**src/rtl/nx_fifo_wr_arb.sv**
```systemverilog
// rtl/nx_fifo_wr_arb.sv - round-robin write arbiter in front of an nx_fifo write port
//
// Shares one FIFO write port among NUM_REQ producers. At most one valid/ready
// transfer per cycle, gated on the FIFO free-slot count so the FIFO cannot
// overflow, and a DRAIN/CLEAR/DONE sequence that clears the FIFO on flush_req.
//
// Ports:
//   clk, rst          clock (rising edge), asynchronous active-high reset
//   req_valid         per-requester write request
//   req_data          requester i data at [i*DATA_W +: DATA_W]
//   req_ready         one-hot or zero, combinational grant
//   fifo_free_slots   FIFO free-slot count
//   fifo_overflow     FIFO overflow pulse
//   fifo_wen          registered FIFO write enable
//   fifo_wdata        registered FIFO write data
//   fifo_clear        registered one-cycle FIFO clear
//   flush_req         request to discard FIFO contents
//   flush_done        one-cycle pulse at flush completion
//   grant_id          index of the last granted requester
//   busy              high while a flush is in progress
//   err_ovf           sticky FIFO overflow flag, cleared at flush completion
//   grant_cnt         per-requester 16-bit grant counters
//
// Optional feature: define NX_FIFO_WR_ARB_STATS_EN to build the grant
// counters; otherwise grant_cnt is tied to zero.

module nx_fifo_wr_arb #(
    parameter int NUM_REQ = 4,
    parameter int DATA_W  = 8,
    parameter int SLOT_W  = 3,
    localparam int ID_W   = (NUM_REQ > 1) ? $clog2(NUM_REQ) : 1
) (
    input  logic                      clk,
    input  logic                      rst,
    input  logic [NUM_REQ-1:0]        req_valid,
    input  logic [NUM_REQ*DATA_W-1:0] req_data,
    output logic [NUM_REQ-1:0]        req_ready,
    input  logic [SLOT_W-1:0]         fifo_free_slots,
    input  logic                      fifo_overflow,
    output logic                      fifo_wen,
    output logic [DATA_W-1:0]         fifo_wdata,
    output logic                      fifo_clear,
    input  logic                      flush_req,
    output logic                      flush_done,
    output logic [ID_W-1:0]           grant_id,
    output logic                      busy,
    output logic                      err_ovf,
    output logic [NUM_REQ*16-1:0]     grant_cnt
);

    typedef enum logic [1:0] {
        S_RUN   = 2'd0,
        S_DRAIN = 2'd1,
        S_CLEAR = 2'd2,
        S_DONE  = 2'd3
    } state_t;

    state_t            state;
    state_t            state_nxt;
    logic [ID_W-1:0]   rr_ptr;
    logic [ID_W-1:0]   win_id;
    logic              win_found;
    logic              grant;
    logic [DATA_W-1:0] data_arr [NUM_REQ];

    for (genvar g = 0; g < NUM_REQ; g++) begin : g_unpack
        assign data_arr[g] = req_data[g*DATA_W +: DATA_W];
    end

    // First valid requester at or above rr_ptr, wrapping to 0.
    always_comb begin
        int t;
        win_found = 1'b0;
        win_id    = '0;
        t         = 0;
        for (int k = 0; k < NUM_REQ; k++) begin
            t = int'(rr_ptr) + k;
            if (t >= NUM_REQ) begin
                t = t - NUM_REQ;
            end
            if (!win_found && req_valid[ID_W'(t)]) begin
                win_found = 1'b1;
                win_id    = ID_W'(t);
            end
        end
    end

    // free_slots lags our own registered write by a cycle, so an outstanding
    // fifo_wen consumes one of the reported slots. A flush request wins over
    // any grant in the same cycle.
    assign grant = (state == S_RUN) && !flush_req && win_found &&
                   (fifo_free_slots > {{(SLOT_W-1){1'b0}}, fifo_wen});

    assign req_ready = grant ? (NUM_REQ'(1) << win_id) : '0;

    always_comb begin
        state_nxt = state;
        case (state)
            S_RUN:   if (flush_req) state_nxt = S_DRAIN;
            S_DRAIN: state_nxt = S_CLEAR;
            S_CLEAR: state_nxt = S_DONE;
            S_DONE:  state_nxt = S_RUN;
            default: state_nxt = S_RUN;
        endcase
    end

    always_ff @(posedge clk or posedge rst) begin
        if (rst) begin
            state      <= S_RUN;
            rr_ptr     <= '0;
            fifo_wen   <= 1'b0;
            fifo_wdata <= '0;
            grant_id   <= '0;
            fifo_clear <= 1'b0;
            flush_done <= 1'b0;
            busy       <= 1'b0;
            err_ovf    <= 1'b0;
        end else begin
            state      <= state_nxt;
            fifo_wen   <= grant;
            // Flag outputs are registered from the next state so they line
            // up exactly with the state they describe.
            fifo_clear <= (state_nxt == S_CLEAR);
            flush_done <= (state_nxt == S_DONE);
            busy       <= (state_nxt != S_RUN);
            if (grant) begin
                fifo_wdata <= data_arr[win_id];
                grant_id   <= win_id;
                rr_ptr     <= (win_id == ID_W'(NUM_REQ-1)) ? '0 : win_id + 1'b1;
            end
            // Set has priority over the DONE clear.
            if (fifo_overflow) begin
                err_ovf <= 1'b1;
            end else if (state == S_DONE) begin
                err_ovf <= 1'b0;
            end
        end
    end

`ifdef NX_FIFO_WR_ARB_STATS_EN
    logic [15:0] cnt_q [NUM_REQ];

    // No grant can coincide with DONE, so the clear and increment never race.
    always_ff @(posedge clk or posedge rst) begin
        if (rst) begin
            for (int i = 0; i < NUM_REQ; i++) begin
                cnt_q[i] <= '0;
            end
        end else if (state == S_DONE) begin
            for (int i = 0; i < NUM_REQ; i++) begin
                cnt_q[i] <= '0;
            end
        end else if (grant) begin
            cnt_q[win_id] <= cnt_q[win_id] + 16'd1;
        end
    end

    for (genvar g = 0; g < NUM_REQ; g++) begin : g_cnt
        assign grant_cnt[g*16 +: 16] = cnt_q[g];
    end
`else
    assign grant_cnt = '0;
`endif

endmodule
```
**config.mk**
```make
export PLATFORM = sky130hd
export DESIGN_NAME = nx_fifo_wr_arb
export DESIGN_NICKNAME = d
export VERILOG_FILES = /design/src/rtl/nx_fifo_wr_arb.sv
export SDC_FILE = /design/constraint.sdc
export NUM_CORES = 1
export LEC_CHECK = 0
export ABC_AREA = 1
export BUFFER_PORTS_ARGS = -buffer_cell sky130_fd_sc_hd__buf_4
export CORE_ASPECT_RATIO = 1.2
export CORE_MARGIN = 3
export CORE_UTILIZATION = 43
export DETAILED_ROUTE_END_ITERATION = 10
export PLACE_DENSITY = 0.87
export SYNTH_ARGS = -nofsm -noshare
export SYNTH_HDL_FRONTEND = slang
export SYNTH_SLANG_ARGS = --single-unit
```
**constraint.sdc**
```tcl
create_clock -name clk -period 2.33 [get_ports clk]
set_input_delay 0.233 -clock clk [delete_from_list [all_inputs] [get_ports clk]]
set_output_delay 0.233 -clock clk [all_outputs]
set_load 0.02 [all_outputs]
```
==> results.rst <==
.. list-table::
   :header-rows: 1

   * - Metric
     - Value
   * - Library cell occupying the most area in the post-synthesis netlist
     - sky130_fd_sc_hd__buf_4
   * - Async set-reset flop share out of synthesis
     - 100%
   * - Prevailing post-synth register cell
     - sky130_fd_sc_hd__dfrtp_1
   * - Final critical-path share of the clock period
     - 98.7%
   * - Kind of end point of the critical path
     - output pin
   * - Number of buffers added by the clock tree synthesis step
     - 3
   * - Max FO, Critical Path
     - 6
   * - Clk root buf
     - sky130_fd_sc_hd__clkbuf_8
   * - Top cell type's share of synthesized area
     - 24.9%
   * - CP startpoint kind
     - register
   * - Number of sinks handled by clock tree synthesis
     - 19
   * - Total routing resource utilization after global routing
     - 14.6%
   * - Final routed wirelength across all metal layers
     - 4630 microns
   * - Max VDD drop
     - 760 uV
   * - Count of port buffers added during placement
     - 61
   * - Post-route cell area
     - 2480 sq um
   * - Worst hold path class
     - input pin to async pin
   * - Number of remaining DRC errors
     - 0
   * - CTS tree
     - yes
   * - Clock network latency to the later pin of the worst-skew pair
     - 260 ps
   * - Synth Cell Area
     - 1990 sq um
   * - Final standard cell utilization of the core
     - 56.9%
   * - Count of warnings emitted by yosys
     - 0
   * - Post-synthesis register bit count
     - 19
   * - Slew @ Worst Pin
     - 740 ps
   * - Hold Fails Final Rpt
     - 0
   * - Placed cell count
     - 408
   * - Final critical delay including setup and external delays
     - 2300 ps
   * - Leakage power total
     - 1.48 nW
   * - Required time reported for the critical path endpoint
     - 2100 ps
   * - Final standard cell count with taps included and fillers excluded
     - 423
   * - Final nets
     - 416
   * - Filler Cells Inserted
     - 413
   * - Antenna cell count
     - 0
   * - Most frequent cell after synthesis
     - sky130_fd_sc_hd__nand2_1
   * - Total power per unit cell area
     - 1340 nW/um^2
   * - Dpl ws
     - 189 ps
   * - Slew Limit Fails
     - 0
   * - I/O pin cnt
     - 126
   * - Final-report setup violation count
     - 0
   * - Number of max-cap violations
     - 0
   * - Unrepaired setup endpoints after global routing
     - true
   * - Final weighted congestion of routability-driven global placement
     - 0.844
   * - First-pass GRT wire length
     - 6240 microns
   * - Via count
     - 1877
   * - Ranking of synthesized cells by instance count
     - sky130_fd_sc_hd__nand2_1, sky130_fd_sc_hd__buf_4, sky130_fd_sc_hd__nand3_1
   * - Worst Clk Skew
     - 5.33 ps
   * - Post-synth EDFFs
     - 0
   * - Worst hold slack
     - 103 ps
   * - Final global-route overflow total
     - 0
   * - Mean post-synth cell area
     - 6.79 sq um
   * - Vias in the first global route
     - 1506
   * - Number of vias per cell
     - 4.44
   * - Instance area after placement
     - 2250 sq um
   * - Number of routed nets with antenna violations
     - 0
   * - Layout-stage area growth over the synthesis result
     - 24.5%
   * - Die Outline Area
     - 5490 sq um
   * - Cells after synthesis
     - 293
   * - Sequential-to-total area share from yosys stat
     - 23.9%
   * - Horizontal die dimension
     - 68.1 microns
   * - Biggest area contributors in the synthesized netlist
     - sky130_fd_sc_hd__buf_4, sky130_fd_sc_hd__dfrtp_1, sky130_fd_sc_hd__nand2_1, sky130_fd_sc_hd__nand3_1, sky130_fd_sc_hd__inv_1
   * - Number of levels the H-tree was split into
     - 1
   * - Distinct cell type count of the synthesized netlist
     - 26
   * - Crit path kind
     - register to output pin
   * - Clock slew at reported path FFs
     - 70 ps
   * - Result of the run
     - finished, final reports clean
   * - Vertical extent of the die
     - 80.5 microns
   * - Arrival @ worst endpoint
     - 2070 ps
   * - Buffers from clock root to sink, at most
     - 2
   * - Initial antenna violation count
     - 0
   * - Dpl hpwl
     - 3530 microns
   * - Effective utilization at floorplan
     - 45.7%
   * - Achievable frequency
     - 435 MHz
   * - Post-route worst setup slack
     - 29.3 ps
   * - Pin count of the biggest net entering global routing
     - 20
   * - Share of cells above drive strength 1
     - 31.1%
   * - Core region area
     - 4360 sq um
   * - WL per Instance
     - 11.0 microns
   * - Starting DRC count in detailed routing
     - 49
   * - Hold buffer count at CTS
     - 0
   * - Max-slew headroom
     - 50.6%
   * - Initial DRT Pass Iterations
     - 4
   * - Row cnt
     - 26
## per-layer routing
layer	vias up	global-route usage [%]	routed length (microns)	part of all wire, %
met2	93	26.2	2430	52
met1	847	16.6	1710	37
li1	924	-	-	-
met3	13	3.36	412	8.9
met5	-	0	0	0
met4	0	4.17	80	1.7
## repair_timing
item                       in CTS  in global routing
setup endpoints to repair       3                  3
gates resized for setup         0                 34
gates cloned                    0                  1
setup buffers                   1                  9
pin swaps                       1                  9
## critical path: stages (launching register included)
cell and delay (ps):
sky130_fd_sc_hd__dfrtp_2 440, sky130_fd_sc_hd__inv_4 90, sky130_fd_sc_hd__buf_6 120, sky130_fd_sc_hd__nand2_1 50
sky130_fd_sc_hd__nand2_1 60, sky130_fd_sc_hd__nand2_1 60, sky130_fd_sc_hd__nand2_2 110, sky130_fd_sc_hd__nor2_1 60
sky130_fd_sc_hd__nor2_1 140, sky130_fd_sc_hd__nand2_2 90, sky130_fd_sc_hd__nand2_2 100, sky130_fd_sc_hd__inv_2 60
sky130_fd_sc_hd__ha_1 180, sky130_fd_sc_hd__inv_1 50, sky130_fd_sc_hd__nor2_1 40, sky130_fd_sc_hd__buf_4 150
## stage by stage
stage               TNS [ps]  power (mW)
floorplan                  0        2.23
finish                     0        3.32
CTS                        0        2.92
global route            -176        3.61
detailed placement         0        2.66
global placement           0        2.59
## worst paths after layout
kind | start | to | slack (ps) | cells past startpoint
worst min-delay path | rst | fifo_wdata[1] | 100 | 2
worst max register to register | rr_ptr[0] | fifo_wdata[3] | 260 | 15
max in group asynchronous | rst | rr_ptr[1] | 1710 | 2
worst min register to register | grant_id[1] | grant_id[1] | 500 | 2
min in group clk | fifo_overflow | err_ovf | 180 | 2
worst max-delay path | rr_ptr[0] | req_ready[3] | 30 | 15
## final cells by class
cell class	instances	area (sq um)	area share, %
timing repair buffer	79	619	25.0
clock buffer	4	45.0	1.82
multi-input combinational	226	1110	45.0
tap	56	70.1	2.83
sequential	19	478	19.3
inverter	39	151	6.11
## where the power goes
| part | internal, mW | switching (mW) | leakage (nW) |
|---|---|---|---|
| clock network | 0.122 | 0.109 | 0.0228 |
| registers | 0.487 | 0.108 | 0.231 |
| logic | 0.957 | 1.54 | 1.22 |
| total | 1.57 | 1.76 | 1.48 |
## sequential cells by signal, indices dropped and copies added, names as in the netlist
register and count:
grant_id 2, state 2, fifo_wen 1, fifo_clear 1, fifo_wdata 8, err_ovf 1
rr_ptr 2, flush_done 1, busy 1
## kinds of logic after synthesis
logic type	count (synthesis)	synth area share [%]
buffers and inverters	111	35.1
AND/OR/NAND/NOR	148	35.1
AO/OA/AOI/OAI	9	2.51
flip-flops	19	23.9
other	1	0.188
adder cells (fa/ha/maj)	5	3.14
## layout by cell type, fill, tap and decap left out
cell type / count
sky130_fd_sc_hd__o21ai_2: 1
sky130_fd_sc_hd__nand4_1: 1
sky130_fd_sc_hd__clkbuf_8: 3
sky130_fd_sc_hd__nand3_2: 1
sky130_fd_sc_hd__buf_6: 5
sky130_fd_sc_hd__nor3_4: 2
sky130_fd_sc_hd__buf_8: 1
sky130_fd_sc_hd__nand2_2: 11
sky130_fd_sc_hd__nand3b_1: 8
sky130_fd_sc_hd__o21ai_0: 1
sky130_fd_sc_hd__dfrtp_2: 2
sky130_fd_sc_hd__a21oi_2: 1
sky130_fd_sc_hd__nor2_8: 1
sky130_fd_sc_hd__nor2_4: 4
sky130_fd_sc_hd__a21oi_1: 1
sky130_fd_sc_hd__conb_1: 64
sky130_fd_sc_hd__inv_2: 4
sky130_fd_sc_hd__nand2_1: 68
sky130_fd_sc_hd__inv_4: 2
sky130_fd_sc_hd__nand3_1: 38
sky130_fd_sc_hd__ha_1: 5
sky130_fd_sc_hd__nor2_1: 10
sky130_fd_sc_hd__o22ai_1: 2
sky130_fd_sc_hd__nand2_4: 1
sky130_fd_sc_hd__clkbuf_1: 1
sky130_fd_sc_hd__dfrtp_1: 17
sky130_fd_sc_hd__inv_1: 33
sky130_fd_sc_hd__o21ai_1: 2
sky130_fd_sc_hd__o21bai_1: 1
sky130_fd_sc_hd__nor2_2: 2
sky130_fd_sc_hd__buf_4: 73
sky130_fd_sc_hd__nor3_1: 1
Power figures use the tool's default switching activity.
